<file path="config.mk">
export PLATFORM = sky130hd
export DESIGN_NAME = client_req_arbiter
export DESIGN_NICKNAME = d
export VERILOG_FILES = /design/src/rtl/client_req_arbiter_pkg.sv /design/src/rtl/client_req_arbiter_pick.sv /design/src/rtl/client_req_arbiter.sv
export SDC_FILE = /design/constraint.sdc
export NUM_CORES = 1
export LEC_CHECK = 0
export ABC_CLOCK_PERIOD_IN_PS = 3500
export CAP_MARGIN = 40
export CORE_MARGIN = 5
export CORE_UTILIZATION = 25
export DETAILED_ROUTE_END_ITERATION = 8
export PLACE_DENSITY = 0.52
export SYNTH_ARGS = -nofsm -noshare
export SYNTH_HDL_FRONTEND = slang
export SYNTH_HIERARCHICAL = 1
export SYNTH_SLANG_ARGS = --single-unit
</file>
<file path="constraint.sdc">
create_clock -name clock -period 3.5 [get_ports clock]
set_clock_uncertainty 0.15 [all_clocks]
set_input_delay 0.35 -clock clock [delete_from_list [all_inputs] [get_ports clock]]
set_output_delay 0.35 -clock clock [all_outputs]
set_load 0.02 [all_outputs]
</file>
<file path="src/rtl/client_req_arbiter_pkg.sv">
// Shared types and helpers for the client request arbiter.
// Holds the mode/state enums and the index-width helper.
package arb_pkg;

    typedef enum logic {ARB_FIXED = 1'b0, ARB_RR = 1'b1} arb_mode_e;

    typedef enum logic {ST_IDLE, ST_GRANT} arb_state_e;

    // Width needed to encode n values, never narrower than one bit.
    function automatic int clog2_min1(input int n);
        return (n <= 2) ? 1 : $clog2(n);
    endfunction

endpackage

</file>
<file path="src/rtl/client_req_arbiter_pick.sv">
// Combinational wrapping priority search: first set bit of vec_i at or
// above start_i, wrapping round to bit 0 when none is found above.
module arb_pick #(
    parameter int NUM_CLIENTS = 8,
    parameter int ID_W        = 3
) (
    input  logic [NUM_CLIENTS-1:0] vec_i,
    input  logic [ID_W-1:0]        start_i,
    output logic                   found_o,
    output logic [NUM_CLIENTS-1:0] onehot_o,
    output logic [ID_W-1:0]        idx_o
);

    logic [NUM_CLIENTS-1:0]           upper_mask;
    logic [NUM_CLIENTS-1:0]           upper;
    logic [NUM_CLIENTS-1:0]           sel;
    logic [ID_W-1:0][NUM_CLIENTS-1:0] bit_sel;

    genvar gi, gb;

    generate
        for (gi = 0; gi < NUM_CLIENTS; gi++) begin : g_upper
            assign upper_mask[gi] = (gi >= int'(start_i));
        end
    endgenerate

    assign upper    = vec_i & upper_mask;
    assign sel      = (|upper) ? upper : vec_i;
    // Isolate the lowest set bit of the selected half.
    assign onehot_o = sel & (~sel + NUM_CLIENTS'(1));
    assign found_o  = |vec_i;

    generate
        for (gb = 0; gb < ID_W; gb++) begin : g_enc_bit
            for (gi = 0; gi < NUM_CLIENTS; gi++) begin : g_enc_src
                assign bit_sel[gb][gi] = onehot_o[gi] & (((gi >> gb) & 1) != 0);
            end
            assign idx_o[gb] = |bit_sel[gb];
        end
    endgenerate

endmodule

</file>
<file path="src/rtl/client_req_arbiter.sv">
// N-client request arbiter with fixed/round-robin selection, per-client
// masking and a bounded hold time that forces a handover when contended.
module client_req_arbiter
    import arb_pkg::*;
#(
    parameter  int NUM_CLIENTS = 8,
    parameter  int MAX_HOLD    = 16,
    localparam int ID_W        = clog2_min1(NUM_CLIENTS)
) (
    input  logic                   clock,
    input  logic                   reset,
    input  logic [NUM_CLIENTS-1:0] req,
    input  logic [NUM_CLIENTS-1:0] mask,
    input  logic                   mode,
    output logic [NUM_CLIENTS-1:0] grant,
    output logic                   grant_valid,
    output logic [ID_W-1:0]        grant_id,
    output logic                   preempt
);

    localparam int                 HOLD_W   = clog2_min1(MAX_HOLD + 1);
    localparam logic [HOLD_W-1:0]  HOLD_MAX = HOLD_W'(MAX_HOLD);
    localparam logic [ID_W-1:0]    LAST_ID  = ID_W'(NUM_CLIENTS - 1);

    arb_state_e             state_q, state_d;
    logic [NUM_CLIENTS-1:0] grant_q, grant_d;
    logic [ID_W-1:0]        id_q, id_d;
    logic [ID_W-1:0]        rr_q, rr_d;
    logic [HOLD_W-1:0]      hold_q, hold_d;
    logic                   preempt_q, preempt_d;

    logic [NUM_CLIENTS-1:0] eligible;
    logic [NUM_CLIENTS-1:0] others;
    logic                   owner_drop;
    logic                   owner_masked;
    logic                   hold_expired;
    logic [NUM_CLIENTS-1:0] pick_vec;
    logic [ID_W-1:0]        pick_start;
    logic                   pick_found;
    logic [NUM_CLIENTS-1:0] pick_onehot;
    logic [ID_W-1:0]        pick_idx;

    assign eligible     = req & ~mask;
    assign others       = eligible & ~grant_q;
    assign owner_drop   = ~|(req & grant_q);
    assign owner_masked = |(mask & grant_q);
    assign hold_expired = (MAX_HOLD != 0) && (hold_q == HOLD_MAX) && (others != '0);

    // While granted, only competitors take part; the owner re-wins only via IDLE.
    assign pick_vec   = (state_q == ST_GRANT) ? others : eligible;
    assign pick_start = (arb_mode_e'(mode) == ARB_RR) ? rr_q : '0;

    arb_pick #(
        .NUM_CLIENTS (NUM_CLIENTS),
        .ID_W        (ID_W)
    ) u_pick (
        .vec_i    (pick_vec),
        .start_i  (pick_start),
        .found_o  (pick_found),
        .onehot_o (pick_onehot),
        .idx_o    (pick_idx)
    );

    always_comb begin
        state_d   = state_q;
        grant_d   = grant_q;
        id_d      = id_q;
        rr_d      = rr_q;
        hold_d    = hold_q;
        preempt_d = 1'b0;
        case (state_q)
            ST_IDLE: begin
                if (pick_found) begin
                    state_d = ST_GRANT;
                    grant_d = pick_onehot;
                    id_d    = pick_idx;
                    hold_d  = HOLD_W'(1);
                    rr_d    = (pick_idx == LAST_ID) ? '0 : pick_idx + ID_W'(1);
                end
            end
            ST_GRANT: begin
                if (owner_drop || owner_masked || hold_expired) begin
                    preempt_d = hold_expired && !owner_drop && !owner_masked;
                    if (pick_found) begin
                        grant_d = pick_onehot;
                        id_d    = pick_idx;
                        hold_d  = HOLD_W'(1);
                        rr_d    = (pick_idx == LAST_ID) ? '0 : pick_idx + ID_W'(1);
                    end else begin
                        state_d = ST_IDLE;
                        grant_d = '0;
                        id_d    = '0;
                    end
                end else if ((MAX_HOLD != 0) && (hold_q < HOLD_MAX)) begin
                    hold_d = hold_q + HOLD_W'(1);
                end
            end
            default: begin
                state_d = ST_IDLE;
                grant_d = '0;
                id_d    = '0;
            end
        endcase
    end

    always_ff @(posedge clock) begin
        if (reset) begin
            state_q   <= ST_IDLE;
            grant_q   <= '0;
            id_q      <= '0;
            rr_q      <= '0;
            hold_q    <= '0;
            preempt_q <= 1'b0;
        end else begin
            state_q   <= state_d;
            grant_q   <= grant_d;
            id_q      <= id_d;
            rr_q      <= rr_d;
            hold_q    <= hold_d;
            preempt_q <= preempt_d;
        end
    end

    assign grant       = grant_q;
    assign grant_valid = |grant_q;
    assign grant_id    = id_q;
    assign preempt     = preempt_q;

endmodule

</file>
Word-level counts from Yosys, hierarchy flattened
Index checks and enable logic that the tools add are counted.
{ "word_totals": {"input_bits": 19, "register_bits": 21, "output_inout_bits": 13, "elab_cells": 73} }
{ "classes": {"n_bitwise": 11, "n_lt_le_gt_ge": 8, "n_mux": 22, "n_addsub": 3, "eq_ne": 5, "n_reduce_logical": 18} }
{ "ops": {"columns": ["cell", "count"], "rows": [
  ["$and A8 B8 Y8", 6],
  ["$mux W8", 5],
  ["$reduce_or A8 Y1", 5],
  ["$not A8 Y8", 3],
  ["$mux W3", 7],
  ["$pmux W8 S2", 1],
  ["$mux W5", 3],
  ["$pmux W3 S2", 2],
  ["$reduce_or A4 Y1", 3],
  ["$pmux W5 S2", 1],
  ["$ge A3 B3 Y1 const A", 3],
  ["$add A8 B1 Y8 const B", 1],
  ["$reduce_bool A8 Y1", 1],
  ["$ge A1 B3 Y1 const A", 2],
  ["$ge A2 B3 Y1 const A", 2],
  ["$add A5 B1 Y5 const B", 1],
  ["$eq A5 B5 Y1 const B", 1],
  ["$lt A5 B5 Y1 const B", 1],
  ["$add A3 B1 Y3 const B", 1],
  ["$eq A3 B3 Y1 const B", 1],
  ["$logic_and A1 B1 Y1", 3],
  ["$ne A3 B1 Y1 const B", 1],
  ["$reduce_or A3 Y1", 1],
  ["$logic_not A1 Y1", 2],
  ["7 further kinds", 10]
]} }

Depth between registers and ports, before layout
{ "depth": {"ltp_word": 16, "mapped_depth": 11, "depth_no_buf": 11} }

Hierarchy
Netlist, hierarchy kept.
{ "by_module_without_submodules": {"columns": ["mod", "cells_per_inst", "area_per_inst_um2", "n_inst", "seq_area_each_um2"], "rows": [
  ["client_req_arbiter", 126, 1194.9, 1, 420.4],
  ["arb_pick", 63, 395.4, 1, 0.0]
]} }

Least setup slack after synthesis
No wires, ideal clock.
{ "synth_path": {"path_type": "flip-flop to flip-flop", "from": "reg state_q", "to": "reg rr_q[0]", "slack_ns": 0.455, "period_less_slack_ns": 3.045, "arrival_time_ns": 2.772, "path_buffers": 1, "required_ns": 3.227, "setup_ns": 0.123, "stages_incl_launch_ff": 12, "path_cell_list": "dfxtp_1 > clkbuf_1 > a21oi_1 > nor3_1 > a31o_4 > a211o_1 > a211o_1 > a311oi_1 > ha_1 > ha_1 > nor3_1 > mux2_1"} }
{ "synth_between": {"elab_chain_len": 13, "elab_cells_between_ends": 19, "cone_classes": "add/sub (2); eq/ne (2); mux (6); bitwise (4); reduce/logical (5)"} }
{ "synth_lines": {"columns": ["item", "line", "source"], "rows": [
  ["start, declared", "client_req_arbiter.sv:25", "arb_state_e state_q, state_d;"],
  ["start signal, assigned", "client_req_arbiter.sv:115", "state_q <= state_d;"],
  ["$mux W8 *", "client_req_arbiter.sv:50", "assign pick_vec = (state_q == ST_GRANT) ? others : eligible;"],
  ["named net pick_vec[5]", "client_req_arbiter.sv:37", "logic [NUM_CLIENTS-1:0] pick_vec;"],
  ["$and A8 B8 Y8", "client_req_arbiter_pick.sv:27", "assign upper = vec_i & upper_mask;"],
  ["$reduce_or A8 Y1", "client_req_arbiter_pick.sv:28", "assign sel = (|upper) ? upper : vec_i;"],
  ["$mux W8 *", "client_req_arbiter_pick.sv:28", null],
  ["$not A8 Y8", "client_req_arbiter_pick.sv:30", "assign onehot_o = sel & (~sel + NUM_CLIENTS'(1));"],
  ["$add A8 B1 Y8", "client_req_arbiter_pick.sv:30", null],
  ["$and A8 B8 Y8 *", "client_req_arbiter_pick.sv:30", null],
  ["$reduce_or A4 Y1 *", "client_req_arbiter_pick.sv:38", "assign idx_o[gb] = |bit_sel[gb];"],
  ["named net pick_idx[1]", "client_req_arbiter.sv:41", "logic [ID_W-1:0] pick_idx;"],
  ["$eq A3 B3 Y1 *", "client_req_arbiter.sv:78, client_req_arbiter.sv:88", null],
  ["$mux W3 *", "client_req_arbiter.sv:78, client_req_arbiter.sv:88", null],
  ["$mux W3 *", "client_req_arbiter.sv:73, client_req_arbiter.sv:84", null],
  ["$mux W3", "client_req_arbiter.sv:82", "if (owner_drop || owner_masked || hold_expired) begin"],
  ["$pmux W3 S2 *", "client_req_arbiter.sv:71", "case (state_q)"],
  ["end signal, assigned", "client_req_arbiter.sv:118", "rr_q <= rr_d;"],
  ["end, declared", "client_req_arbiter.sv:28", "logic [ID_W-1:0] rr_q, rr_d;"]
]} }
The timed path passes the listed nets; every way through them passes the cells marked *. The select of a mux whose other input is x is not followed.
A chain may end at the register's enable or synchronous reset.

Worst setup path in the final report
{ "layout_path": {"from": "in mask[5]", "to": "reg rr_q[0]"} }
{ "layout_between": {"elab_chain_len": 16, "elab_cells_between_ends": 27, "cone_classes": "add/sub (2); eq/ne (2); mux (6); bitwise (7); reduce/logical (10)"} }
{ "layout_lines": {"columns": ["item", "line", "source"], "rows": [
  ["start, declared", "client_req_arbiter.sv:13", "input logic [NUM_CLIENTS-1:0] mask,"],
  ["$not A8 Y8 *", "client_req_arbiter.sv:43", "assign eligible = req & ~mask;"],
  ["$and A8 B8 Y8 *", "client_req_arbiter.sv:43", null],
  ["$and A8 B8 Y8", "client_req_arbiter.sv:44", "assign others = eligible & ~grant_q;"],
  ["$mux W8 *", "client_req_arbiter.sv:50", null],
  ["named net pick_vec[5]", "client_req_arbiter.sv:37", null],
  ["$and A8 B8 Y8", "client_req_arbiter_pick.sv:27", null],
  ["$reduce_or A8 Y1", "client_req_arbiter_pick.sv:28", null],
  ["$mux W8 *", "client_req_arbiter_pick.sv:28", null],
  ["(+2 left out)", null, null],
  ["$and A8 B8 Y8 *", "client_req_arbiter_pick.sv:30", null],
  ["$reduce_or A4 Y1 *", "client_req_arbiter_pick.sv:38", null],
  ["named net pick_idx[1]", "client_req_arbiter.sv:41", null],
  ["$eq A3 B3 Y1 *", "client_req_arbiter.sv:78, client_req_arbiter.sv:88", null],
  ["$mux W3 *", "client_req_arbiter.sv:78, client_req_arbiter.sv:88", null],
  ["$mux W3 *", "client_req_arbiter.sv:73, client_req_arbiter.sv:84", null],
  ["$mux W3", "client_req_arbiter.sv:82", null],
  ["$pmux W3 S2 *", "client_req_arbiter.sv:71", null]
]} }
Marked as above.

==> flow_summary.yaml <==
synthesis:
  avgSynthCellArea_sq_um: 8.41
  synth-main-ff-cell: "dfxtp_1"
  ys_ff_latch: 21
  syn-num-nets: 212
  synth_cell_types: 54
  synth_top_area_share_pct: 26.4
  synth_area_leader_cell: "dfxtp_1"
  async_flop_share_pct: 0
  yosysWarnings: 6
  synth_area_leaders: "dfxtp_1 (26%), nand2b_1 (5.9%), a22o_1 (5.5%), a21oi_1 (4.1%), ha_1 (3.1%)"
  synth_edf_count: 0
  yosysSeqAreaShare_pct: 26.4
  syn_area_sq_um: 1590
  netlist_instances: 189
clocking:
  cts_buffer_depth: 2
  clk_pin_slew_worst_paths_ps: 80
  cts_resized: 0
  htree_levels: 1
  clk_latency_ps: 270
  cts_buffers: 3
  clkSinkCount: 21
  cts_setup_buffers: 0
  root_buffer: "clkbuf_8"
  cts_tree: "yes"
  cts_hold_buffers: 0
timing:
  finalSetupViolCount: 0
  hold_viol_final: 0
  setup_ws_ps: 191
  fmax_mhz: 302
  rsz0062_at_grt: "no"
  drv_slew: 0
  post-route-period-util_pct: 94.5
  layout_min_cycle_time_ps: 3310
  tightest_slew_ps: 600
  slew_headroom_pct: 60.0
critical_path:
  worstPathArrival_ps: 3320
  cp_num_buf_inv: 1
  setup.worst_path.class: "in -> reg"
  cp.required_ps: 3510
  crit_path_start_kind: "input pin"
  critPathMaxFanout: 4
  worstSetupEndpointType: "register"
  crit_chain: "clkdlybuf4s50_1, nand2b_1, a21oi_1, nor3_1, a31o_4, a211o_1, a211o_1, a311oi_1, ha_1, ha_1, nor3_1, mux2_1"
  cp_top_family: "compound AO/OA/AOI/OAI gates"
  critical-path-max-stage-delay_ps: 420
  cp_slowest_cell: "clkdlybuf4s50_1"
floorplanning:
  die_x_microns: 89.8
  ios: 32
  die_area_sq_um: 8060
  core_sq_um: 6280
  rows: 29
  initial_utilization_pct: 25.3
  die_h_microns: 89.8
route:
  drc: 0
  vias: 1696
  ant_nets: 0
  first_pass_iters: 4
  vias_per_cell: 5.32
  drt_wl_total_mm: 4.83
  first_iter_violations: 150
  drt-wirelength-per-cell_microns: 15.1
job:
  max_cap_viol_count: 0
power_and_ir_drop:
  p_leak_nw: 0.821
  p_per_area_nw_per_um2: 347
  ir_drop_uv: 225
  power_uw: 758
global_route:
  grt_overflow_total: 0
  grt_max_degree: 19
  grt_pass1_vias: 1634
  grt_pass1_wl_mm: 8.27
  antenna_found_initial: 0
  grt_usage_pct: 12.0
placed_design:
  hpwl_mm: 3.79
  numPortBuffers: 31
  pre_cts_ws_ps: -34.2
  place_area_sq_um: 2140
  gp_congestion: 0.935
cells_and_area:
  diodes: 0
  area_delta_synth_final_pct: 37.5
  drive_gt1_share_pct: 17.4
  layout.nets: 266
  final_area_sq_um: 2190
  final_cell_mix: "clkdlybuf4s50_1 (31), buf_4 (25), dfxtp_1 (21), nand2b_1 (15), a21oi_1 (13)"
  mostFrequentLayoutCell: "clkdlybuf4s50_1"
min_path:
  hp-class: "reg -> reg"
status:
  status: "finished, final reports clean"
==> final cells by class <==
type | count | area, sq um
Inverter | 10 | 37.5
Fill cell | 651 | 4090
Sequential cell | 21 | 420
Clock buffer | 3 | 41.3
Tap cell | 77 | 96.3
Clock inverter | 1 | 7.51
Timing Repair Buffer | 56 | 498
Multi-Input combinational cell | 151 | 1090
==> cells by family after synthesis <==
family | count (synthesis) | share of synthesized area (%)
adder cells (fa/ha/maj) | 4 | 3.15
XOR/XNOR | 1 | 0.551
multiplexers | 3 | 1.97
AO/OA/AOI/OAI | 67 | 34.2
buffers and inverters | 17 | 5.27
flip-flops | 21 | 26.4
AND/OR/NAND/NOR | 76 | 28.4
==> where the power goes <==
part           switching, mW  total, mW  internal [mW]
Sequential            0.0205      0.280          0.259
Combinational          0.155      0.307          0.152
Clock                 0.0908      0.171         0.0806
==> sequential cells by signal (all words and copies together) (netlist names) <==
| name | count |
|---|---|
| rr_q | 3 |
| preempt | 1 |
| grant | 8 |
| state_q | 1 |
| grant_id | 3 |
| hold_q | 5 |
==> tightest hold or removal path, cell delays in order (launching register included) <==
cell and delay, ps:
dfxtp_1 310, nand2b_1 60, mux2i_1 60
==> path summary, 6_finish.rpt <==
check | startpoint | cells past startpoint | to | slack, ps
setup / recovery | mask[5] | 12 | rr_q[0]$_SDFFE_PP0P_ | 190
hold / removal | rr_q[1]$_SDFFE_PP0P_ | 2 | rr_q[1]$_SDFFE_PP0P_ | 320
hold reg to reg | rr_q[1]$_SDFFE_PP0P_ | 2 | rr_q[1]$_SDFFE_PP0P_ | 320
setup reg to reg | state_q$_SDFF_PP0_ | 10 | rr_q[0]$_SDFFE_PP0P_ | 370
==> routing by layer <==
layer / vias to the layer above / wire length, microns / share of wire [%] / track usage, %
met2: 53 / 2160 / 45 / 18.9
met4: 0 / 34 / 0.70 / 1.89
met1: 797 / 2400 / 50 / 16.9
li1: 842 / - / - / -
met3: 4 / 237 / 4.9 / 2.67
met5: - / 0 / 0 / 0
==> synth_stat cells, drive strengths merged, types with 2 or more instances <==
master / count
and2: 5
a22oi: 6
nand4: 2
a211oi: 4
a41o: 2
a311oi: 2
nand2: 8
o22a: 2
nor3b: 4
a41oi: 4
a31o: 2
inv: 10
nor3: 9
a22o: 11
nor4: 4
o22ai: 2
buf: 4
a21oi: 14
nor2b: 2
o41ai: 2
dfxtp: 21
clkbuf: 3
a211o: 4
nand2b: 16
ha: 4
o21ai: 3
mux2i: 2
a21boi: 2
nor2: 12
and3: 2
nand3: 7
==> through the flow <==
step	cells	utilization (%)	hold slack, ps	TNS (ps)
after detailed placement	315	34.1	308	-34.2
after floorplan	189	-	295	0
after CTS	319	34.8	328	0
after global routing	319	34.8	348	0
after global placement	315	34.1	309	0
final	319	34.8	323	0
Power figures use the tool's default switching activity.
